### config.mk
export PLATFORM = sky130hd
export DESIGN_NAME = cdb_arbiter_flat
export DESIGN_NICKNAME = d
export VERILOG_FILES = /design/src/rtl/cdb_arbiter_if.sv /design/src/rtl/cdb_arbiter.sv /design/src/flat_wrapper.sv
export SDC_FILE = /design/constraint.sdc
export NUM_CORES = 1
export LEC_CHECK = 0
export CAP_MARGIN = 0
export CELL_PAD_IN_SITES_DETAIL_PLACEMENT = 0
export CELL_PAD_IN_SITES_GLOBAL_PLACEMENT = 1
export CORE_ASPECT_RATIO = 0.8
export CORE_MARGIN = 10
export CORE_UTILIZATION = 40
export DETAILED_ROUTE_END_ITERATION = 16
export GPL_ROUTABILITY_DRIVEN = 1
export PLACE_DENSITY_LB_ADDON = 0.1
export SETUP_SLACK_MARGIN = 0.15
export SLEW_MARGIN = 10
export SYNTH_ARGS = -nofsm -noshare
export SYNTH_HDL_FRONTEND = slang
export SYNTH_SLANG_ARGS = --single-unit
### constraint.sdc
create_clock -name clk -period 3.95 [get_ports clk]
set_clock_uncertainty 0.05 [all_clocks]
set_input_delay 0.79 -clock clk [delete_from_list [all_inputs] [get_ports clk]]
set_output_delay 0.79 -clock clk [all_outputs]
set_load 0.01 [all_outputs]
### src/rtl/cdb_arbiter_if.sv
// Result-broadcast bus bundle: producer channels on one side, the common data bus on the other.
// The producer (master) drives in_valid/in_tag/in_data; the arbiter (slave) drives in_ready and cdb_*.
interface cdb_arbiter_if #(
    parameter int NCH    = 2,
    parameter int TAG_W  = 4,
    parameter int DATA_W = 32
);
    localparam int SW = $clog2(NCH);

    logic [NCH-1:0]        in_valid;
    logic [NCH*TAG_W-1:0]  in_tag;
    logic [NCH*DATA_W-1:0] in_data;
    logic [NCH-1:0]        in_ready;
    logic                  cdb_valid;
    logic [TAG_W-1:0]      cdb_tag;
    logic [DATA_W-1:0]     cdb_data;
    logic [SW-1:0]         cdb_src;

    modport master (
        output in_valid, in_tag, in_data,
        input  in_ready, cdb_valid, cdb_tag, cdb_data, cdb_src
    );

    modport slave (
        input  in_valid, in_tag, in_data,
        output in_ready, cdb_valid, cdb_tag, cdb_data, cdb_src
    );
endinterface

### src/rtl/cdb_arbiter.sv
// Per-channel result FIFOs feeding a round-robin arbiter that broadcasts one result per cycle on the CDB.
// Define CDB_BYPASS_EN to let an empty channel's incoming result go straight to the CDB registers.
module cdb_arbiter #(
    parameter int NCH    = 2,
    parameter int DEPTH  = 2,
    parameter int TAG_W  = 4,
    parameter int DATA_W = 32
) (
    input logic          clk,
    input logic          rst,
    input logic          flush,
    cdb_arbiter_if.slave bus
);
    localparam int SW = $clog2(NCH);
    localparam int PW = $clog2(DEPTH);
    localparam logic [PW:0]   FULL_CNT = (PW+1)'(DEPTH);
    localparam logic [SW-1:0] LAST_CH  = SW'(NCH - 1);

    logic [TAG_W-1:0]  tag_mem_r  [NCH][DEPTH];
    logic [DATA_W-1:0] data_mem_r [NCH][DEPTH];
    logic [PW-1:0]     wr_ptr_r   [NCH];
    logic [PW-1:0]     rd_ptr_r   [NCH];
    logic [PW:0]       cnt_r      [NCH];
    logic [SW-1:0]     rr_ptr_r;
    logic              cdb_valid_r;
    logic [TAG_W-1:0]  cdb_tag_r;
    logic [DATA_W-1:0] cdb_data_r;
    logic [SW-1:0]     cdb_src_r;

    logic [TAG_W-1:0]  in_tag_s  [NCH];
    logic [DATA_W-1:0] in_data_s [NCH];
    logic [NCH-1:0]    ready_s;
    logic [NCH-1:0]    acc_s;
    logic [NCH-1:0]    eligible_s;
    logic [NCH-1:0]    wr_s;
    logic [NCH-1:0]    pop_s;
    logic              gnt_found_s;
    logic [SW-1:0]     gnt_idx_s;
    logic [SW-1:0]     rr_next_s;
    logic [TAG_W-1:0]  gnt_tag_s;
    logic [DATA_W-1:0] gnt_data_s;

    // Per-channel unpacking, readiness, accepted pushes and arbitration eligibility
    always_comb begin
        for (int i = 0; i < NCH; i++) begin
            in_tag_s[i]  = bus.in_tag[i*TAG_W +: TAG_W];
            in_data_s[i] = bus.in_data[i*DATA_W +: DATA_W];
            ready_s[i]   = rst && (cnt_r[i] < FULL_CNT);
            acc_s[i]     = bus.in_valid[i] && ready_s[i] && !flush;
`ifdef CDB_BYPASS_EN
            eligible_s[i] = (cnt_r[i] != '0) || acc_s[i];
`else
            eligible_s[i] = (cnt_r[i] != '0);
`endif
        end
    end

    // Round-robin search starting at rr_ptr_r, wrapping to channel 0
    always_comb begin
        logic hit_s;
        gnt_found_s = 1'b0;
        gnt_idx_s   = rr_ptr_r;
        for (int k = 0; k < NCH; k++) begin
            hit_s       = !gnt_found_s && eligible_s[(int'(rr_ptr_r) + k) % NCH];
            gnt_found_s = gnt_found_s || hit_s;
            gnt_idx_s   = hit_s ? SW'((int'(rr_ptr_r) + k) % NCH) : gnt_idx_s;
        end
    end

    // Granted payload, next pointer, and per-channel pop/write strobes
    always_comb begin
        rr_next_s  = (gnt_idx_s == LAST_CH) ? '0 : gnt_idx_s + SW'(1);
`ifdef CDB_BYPASS_EN
        // An empty granted channel can only have won through its live input
        gnt_tag_s  = (cnt_r[gnt_idx_s] == '0) ? in_tag_s[gnt_idx_s]
                                              : tag_mem_r[gnt_idx_s][rd_ptr_r[gnt_idx_s]];
        gnt_data_s = (cnt_r[gnt_idx_s] == '0) ? in_data_s[gnt_idx_s]
                                              : data_mem_r[gnt_idx_s][rd_ptr_r[gnt_idx_s]];
`else
        gnt_tag_s  = tag_mem_r[gnt_idx_s][rd_ptr_r[gnt_idx_s]];
        gnt_data_s = data_mem_r[gnt_idx_s][rd_ptr_r[gnt_idx_s]];
`endif
        for (int i = 0; i < NCH; i++) begin
            pop_s[i] = gnt_found_s && (gnt_idx_s == SW'(i)) && (cnt_r[i] != '0);
            wr_s[i]  = acc_s[i] && !(gnt_found_s && (gnt_idx_s == SW'(i)) && (cnt_r[i] == '0));
        end
    end

    // Buffer storage, written on accepted pushes that are not bypassed
    always_ff @(posedge clk) begin
        for (int i = 0; i < NCH; i++) begin
            if (wr_s[i]) begin
                tag_mem_r[i][wr_ptr_r[i]]  <= in_tag_s[i];
                data_mem_r[i][wr_ptr_r[i]] <= in_data_s[i];
            end
        end
    end

    // FIFO bookkeeping, round-robin pointer and CDB output registers
    always_ff @(posedge clk) begin
        if (!rst) begin
            for (int i = 0; i < NCH; i++) begin
                wr_ptr_r[i] <= '0;
                rd_ptr_r[i] <= '0;
                cnt_r[i]    <= '0;
            end
            rr_ptr_r    <= '0;
            cdb_valid_r <= 1'b0;
            cdb_tag_r   <= '0;
            cdb_data_r  <= '0;
            cdb_src_r   <= '0;
        end else if (flush) begin
            // Mispredict recovery drops everything buffered; last broadcast payload is kept
            for (int i = 0; i < NCH; i++) begin
                wr_ptr_r[i] <= '0;
                rd_ptr_r[i] <= '0;
                cnt_r[i]    <= '0;
            end
            rr_ptr_r    <= '0;
            cdb_valid_r <= 1'b0;
        end else begin
            for (int i = 0; i < NCH; i++) begin
                if (wr_s[i]) begin
                    wr_ptr_r[i] <= wr_ptr_r[i] + PW'(1);
                end
                if (pop_s[i]) begin
                    rd_ptr_r[i] <= rd_ptr_r[i] + PW'(1);
                end
                case ({wr_s[i], pop_s[i]})
                    2'b10:   cnt_r[i] <= cnt_r[i] + (PW+1)'(1);
                    2'b01:   cnt_r[i] <= cnt_r[i] - (PW+1)'(1);
                    default: cnt_r[i] <= cnt_r[i];
                endcase
            end
            if (gnt_found_s) begin
                cdb_valid_r <= 1'b1;
                cdb_tag_r   <= gnt_tag_s;
                cdb_data_r  <= gnt_data_s;
                cdb_src_r   <= gnt_idx_s;
                rr_ptr_r    <= rr_next_s;
            end else begin
                cdb_valid_r <= 1'b0;
            end
        end
    end

    assign bus.in_ready  = ready_s;
    assign bus.cdb_valid = cdb_valid_r;
    assign bus.cdb_tag   = cdb_tag_r;
    assign bus.cdb_data  = cdb_data_r;
    assign bus.cdb_src   = cdb_src_r;
endmodule

### src/flat_wrapper.sv
// flat-port wrapper written by rule: the top's interface ports become plain ports
module cdb_arbiter_flat 
#(
    parameter int NCH    = 2,
    parameter int DEPTH  = 2,
    parameter int TAG_W  = 4,
    parameter int DATA_W = 32
)
  (clk, rst, flush, bus_in_valid, bus_in_tag, bus_in_data, bus_in_ready, bus_cdb_valid, bus_cdb_tag, bus_cdb_data, bus_cdb_src);
  cdb_arbiter_if #(.NCH(NCH), .TAG_W(TAG_W), .DATA_W(DATA_W)) bus_i ();
  input logic clk;
  input logic rst;
  input logic flush;
  input wire logic [$bits(bus_i.in_valid)-1:0] bus_in_valid;
  input wire logic [$bits(bus_i.in_tag)-1:0] bus_in_tag;
  input wire logic [$bits(bus_i.in_data)-1:0] bus_in_data;
  output wire logic [$bits(bus_i.in_ready)-1:0] bus_in_ready;
  output wire logic [$bits(bus_i.cdb_valid)-1:0] bus_cdb_valid;
  output wire logic [$bits(bus_i.cdb_tag)-1:0] bus_cdb_tag;
  output wire logic [$bits(bus_i.cdb_data)-1:0] bus_cdb_data;
  output wire logic [$bits(bus_i.cdb_src)-1:0] bus_cdb_src;
  assign bus_i.in_valid = bus_in_valid;
  assign bus_i.in_tag = bus_in_tag;
  assign bus_i.in_data = bus_in_data;
  assign bus_in_ready = bus_i.in_ready;
  assign bus_cdb_valid = bus_i.cdb_valid;
  assign bus_cdb_tag = bus_i.cdb_tag;
  assign bus_cdb_data = bus_i.cdb_data;
  assign bus_cdb_src = bus_i.cdb_src;
  cdb_arbiter #(.NCH(NCH), .DEPTH(DEPTH), .TAG_W(TAG_W), .DATA_W(DATA_W)) u_core (.clk(clk), .rst(rst), .flush(flush), .bus(bus_i));
endmodule
Word level (Yosys, flattened, before mapping)
Memories as Yosys holds them, arrays and structs flattened.
Index checks and enable logic that the tools add are counted.
{"block": "word_totals", "reg_bits": 39, "mem_bits_rw": 152, "output_inout_bits": 40, "elab_cells": 172, "n_memories": 5}
{"memory": "u_core.data_mem_r", "words": 2, "word_bits": 64, "rd": 1, "rd_clocked_by_memory_dff": 0, "wr": 2, "line": "cdb_arbiter.sv:20", "text": "logic [DATA_W-1:0] data_mem_r [NCH][DEPTH];"}
{"memory": "u_core.tag_mem_r", "words": 2, "word_bits": 8, "rd": 1, "rd_clocked_by_memory_dff": 0, "wr": 2, "line": "cdb_arbiter.sv:19", "text": "logic [TAG_W-1:0] tag_mem_r [NCH][DEPTH];"}
{"memory": "u_core.cnt_r", "words": 2, "word_bits": 2, "rd": 2, "rd_clocked_by_memory_dff": 0, "wr": 2, "line": "cdb_arbiter.sv:23", "text": "logic [PW:0] cnt_r [NCH];"}
{"memory": "u_core.rd_ptr_r", "words": 2, "word_bits": 1, "rd": 3, "rd_clocked_by_memory_dff": 0, "wr": 2, "line": "cdb_arbiter.sv:22", "text": "logic [PW-1:0] rd_ptr_r [NCH];"}
{"memory": "u_core.wr_ptr_r", "words": 2, "word_bits": 1, "rd": 2, "rd_clocked_by_memory_dff": 0, "wr": 2, "line": "cdb_arbiter.sv:21", "text": "logic [PW-1:0] wr_ptr_r [NCH];"}
{"block": "classes", "addsub": 10, "order_cmp": 9, "eq_ne": 4, "mux": 86, "bitwise_logic": 23, "reduce_logical": 30}
{"operator": "$mux 32", "count": 5}
{"operator": "$mux 64", "count": 2}
{"operator": "$demux 32 s1", "count": 2}
{"operator": "$mux 1", "count": 60}
{"operator": "$mux 4", "count": 5}
{"operator": "$logic_and 1x1->1", "count": 17}
{"operator": "$mux 2", "count": 8}
{"operator": "$mux 8", "count": 2}
{"operator": "$or 1x1->1", "count": 16}
{"operator": "$demux 4 s1", "count": 2}
{"operator": "$add 1x1->1 const B", "count": 6}
{"operator": "$ge 2x2->1 const B", "count": 3}
{"operator": "$not 1->2", "count": 3}
{"operator": "$reduce_or 2->1", "count": 3}
{"operator": "$add 2x1->2 const B", "count": 2}
{"operator": "$eq 2x1->1 const B", "count": 2}
{"operator": "$eq 2x2->1 const B", "count": 2}
{"operator": "$logic_not 1->1", "count": 4}
{"operator": "$logic_not 2->1", "count": 2}
{"operator": "$lt 2x1->1 const B", "count": 2}
{"operator": "$lt 2x2->1 const B", "count": 2}
{"operator": "$reduce_bool 2->1", "count": 2}
{"operator": "$sub 2x1->2 const B", "count": 2}
{"operator": "$lt 2x3->1 const B", "count": 1}
{"operator": "5 further kinds", "count": 7}

Longest topological paths before layout
{"block": "depth", "ltp_word": 20, "ltp_mapped": 9, "ltp_nobuf": 8}

Worst setup path after synthesis
No wires, ideal clock.
{"block": "synth_path", "path_type": "in2reg", "start": "input flush", "end": "memory u_core.data_mem_r[1][32] in the netlist's numbering, enable pin", "arrival_ns": 2.805, "t_required_ns": 3.471, "setup_slack_ns": 0.666, "stages": 4, "n_path_buf": 0, "path_cell_list": "nand2b_1 > nor2_1 > inv_1 > nor2_1"}
{"item": "start: declaration", "line": "flat_wrapper.sv:13", "text": "input logic flush;"}
{"item": "end: declaration", "line": "cdb_arbiter.sv:20"}

==> metrics.yaml <==
die:
  rows: 46
  io_pins: 117
  core_sq_um: 20090
  dieArea_sq_um: 26860
  die_h_um: 148.6
  dieWidth_um: 180.7
  start_util_pct: 41.16
sta:
  holdWs_ns: 0.4193
  setup_viol: 0
  finalSetupTns_ns: 0
  final-max-slew-violation-count: 0
  post-route-period-util_pct: 76.01
  hold_violations: 0
  fin_crit_ns: 3.002
  max_slew_margin_pct: 31.27
  rsz0062_at_grt: "false"
  worstMarginPinSlew_ns: 1.031
  fmax_ghz: 0.3331
worst_setup_path:
  worstPathRequired_ns: 4.25
  path_max_fanout: 53
  critPathArrivalTime_ns: 3.31
  startpoint_type: "register"
  end_kind: "register"
  critPathKind: "reg2reg"
synthesis:
  synth_top_family_by_area: "compound AO/OA/AOI/OAI gates"
  ys_seq_elements: 191
  synth_top_area_cell: "edfxtp_1"
  synth_top_area_share_pct: 55.21
  synth_area_leaders: "edfxtp_1, dfxtp_1, nand2_1"
  synth_fp_nets: 712
  synth_compound_area_share_pct: 15.92
  synth-xor-area-share_pct: 0.3178
  synth-simple-area-share_pct: 9.973
  synthArstFlopShare_pct: 0
  synth_cell_type_count: 34
  synth.most_common_cell: "edfxtp_1"
  synth.avg_cell_area_sq_um: 13.10
  yosys_warnings: 0
  synth-edff-count: 152
  synth.mux.area_fraction_pct: 4.903
  synthesis.area_sq_um: 8268
  synth_ff_type: "edfxtp_1"
  synthCells: 631
  yosys.area_share.adder_pct: 0.6053
  ys_seq_area_share_pct: 64.65
  yosys-top-cells-count: "edfxtp_1, nand2_1, nor2b_1, dfxtp_1"
clocking:
  cts-htree-levels: 4
  cts_root_buf: "clkbuf_16"
  clkLatencyLatePin_ns: 0.43
  post_cts_resized: 0
  clock_path_buffers: 2
  post-cts-setup-buffer-count: 0
  clkTransAtPathRegs_ns: 0.07
  hold_buffers: 0
  cts_buffers: 17
  cts.sinks: 191
  tritoncts: "done"
finish:
  fin_cells: 1002
  finish.utilization_pct: 50.83
  nets: 806
  syn_to_final_growth_pct: 23.50
  antenna_cells: 0
  fill_cells: 1716
  drive_above_1_share_pct: 12.74
power_and_ir_drop:
  p_comb_share_pct: 27.2
  switching_share_pct: 31.05
  finalPower_mw: 5.717
  seqPwrFrac_pct: 43.7
  pwr-share-clk_pct: 29.1
  power.internal_mw: 3.942
  p_leak_nw: 3.316
  ir_worst_vdd_uv: 238.2
  power.density_nw_per_um2: 559.9
  power.switching_mw: 1.775
drt:
  via_per_inst: 5.530
  wirelength_um: 22460
  dr.pass1.iters: 5
  route.vias.total: 5541
  drc: 0
  drt_iter0_markers: 370
  wl_per_cell_um: 22.42
  ant_nets: 0
grt:
  gr-usage-all-layers_pct: 16.72
  grt_pass1_wl_um: 34840
  first_global_vias: 5704
  grt_max_degree: 54
  overflow: 0
  antenna_found_initial: 0
placement:
  globalplace.congestion: 0.7577
  dp_hpwl_um: 13790
  portBuffers: 116
  post-place-cells: 970
job:
  drv_cap: 0
worst_hold_path:
  hold_class: "reg2reg"
run_status:
  status: "finished, final reports clean"
cells by family after synthesis:
family                   Yosys count
multiplexers                      36
buffers and inverters             61
adder cells (fa/ha/maj)            4
XOR/XNOR                           3
AND/OR/NAND/NOR                  182
AO/OA/AOI/OAI                    154
flip-flops                       191
cell usage in the layout, fill, tap and decap left out, types with 2 or more instances in the layout:
| cell | Yosys | routed |
|---|---|---|
| nor2_4 | 0 | 2 |
| nand2_1 | 112 | 112 |
| mux2_2 | 36 | 36 |
| dfxtp_1 | 39 | 38 |
| a2bb2oi_1 | 36 | 36 |
| o211ai_1 | 36 | 36 |
| ha_1 | 4 | 4 |
| clkinv_4 | 0 | 3 |
| nor2b_1 | 40 | 40 |
| nand2b_1 | 4 | 3 |
| nor2_1 | 17 | 15 |
| edfxtp_1 | 152 | 152 |
| buf_4 | 3 | 13 |
| o2111ai_1 | 36 | 36 |
| a211o_1 | 36 | 36 |
| nor3_1 | 2 | 2 |
| o21ai_0 | 4 | 4 |
| clkbuf_16 | 0 | 17 |
| inv_1 | 5 | 5 |
| clkinv_2 | 0 | 2 |
| clkbuf_8 | 0 | 2 |
| clkinvlp_4 | 0 | 4 |
| xor2_1 | 2 | 2 |
| clkdlybuf4s50_1 | 0 | 116 |
| and2_2 | 0 | 2 |
power groups by stage:
stage          Combinational (mW)  Sequential [mW]  Clock (mW)
6_report                     1.56             2.50        1.66
5_1_grt                      1.69             2.52        1.78
4_1_cts                      1.57             2.50        1.70
3_5_place_dp                 1.57             2.54           0
3_3_place_gp                 1.54             2.54           0
2_1_floorplan               0.980             2.52           0
flip-flops by register name (all words and copies together), names as in the netlist, 2 cells and up:
register	count
u_core.rd_ptr_r	2
u_core.bus.cdb_data	32
u_core.bus.cdb_tag	4
u_core.wr_ptr_r	2
u_core.tag_mem_r	16
u_core.data_mem_r	128
u_core.cnt_r	4
worst paths after layout:
kind / from / to / slack, ns / cells after the start
setup / recovery: u_core.cnt_r[0][1]$_SDFFCE_PP0P_ / u_core.bus.cdb_data[13]$_SDFFE_PN0P_ / 0.95 / 6
hold / removal: u_core.bus.cdb_tag[0]$_SDFFE_PN0P_ / u_core.bus.cdb_tag[0]$_SDFFE_PN0P_ / 0.42 / 2
setup reg to reg: u_core.cnt_r[0][1]$_SDFFCE_PP0P_ / u_core.bus.cdb_data[13]$_SDFFE_PN0P_ / 0.95 / 6
hold reg to reg: u_core.bus.cdb_tag[0]$_SDFFE_PN0P_ / u_core.bus.cdb_tag[0]$_SDFFE_PN0P_ / 0.42 / 2
per-stage QoR:
| step | instance area, sq um | worst slack (ns) |
|---|---|---|
| after floorplan | 8268 | 0.6659 |
| after global placement | 9643 | 0.8437 |
| after detailed placement | 9643 | 0.7265 |
| after CTS | 10210 | 0.9602 |
| after global routing | 10210 | 0.7144 |
| final | 10210 | 0.9476 |
metal layers:
metal,up-vias,global-route usage (%),share of wire [%]
met4,0,4.830,1.2
met5,-,0,0
li1,2586,-,-
met3,23,5.165,7.5
met2,182,26.60,47
met1,2750,21.52,44
layout make-up:
type,instances,area (sq um),share of cell area [%]
sequential,191,5346,52.36
multi-input combinational,379,2665,26.10
timing repair buffer,130,1279,12.52
clock buffer,20,456.7,4.473
tap,264,330.3,3.235
clock inverter,12,111.4,1.091
inverter,6,22.52,0.2206
worst max-delay path: stages (launching register included):
cell,delay [ns]
edfxtp_1,0.56
o21ai_4,0.64
buf_4,0.63
o2bb2ai_4,0.33
buf_4,0.38
o2111ai_1,0.14
o211ai_1,0.16
No activity file was read; power rests on OpenSTA's default activity.
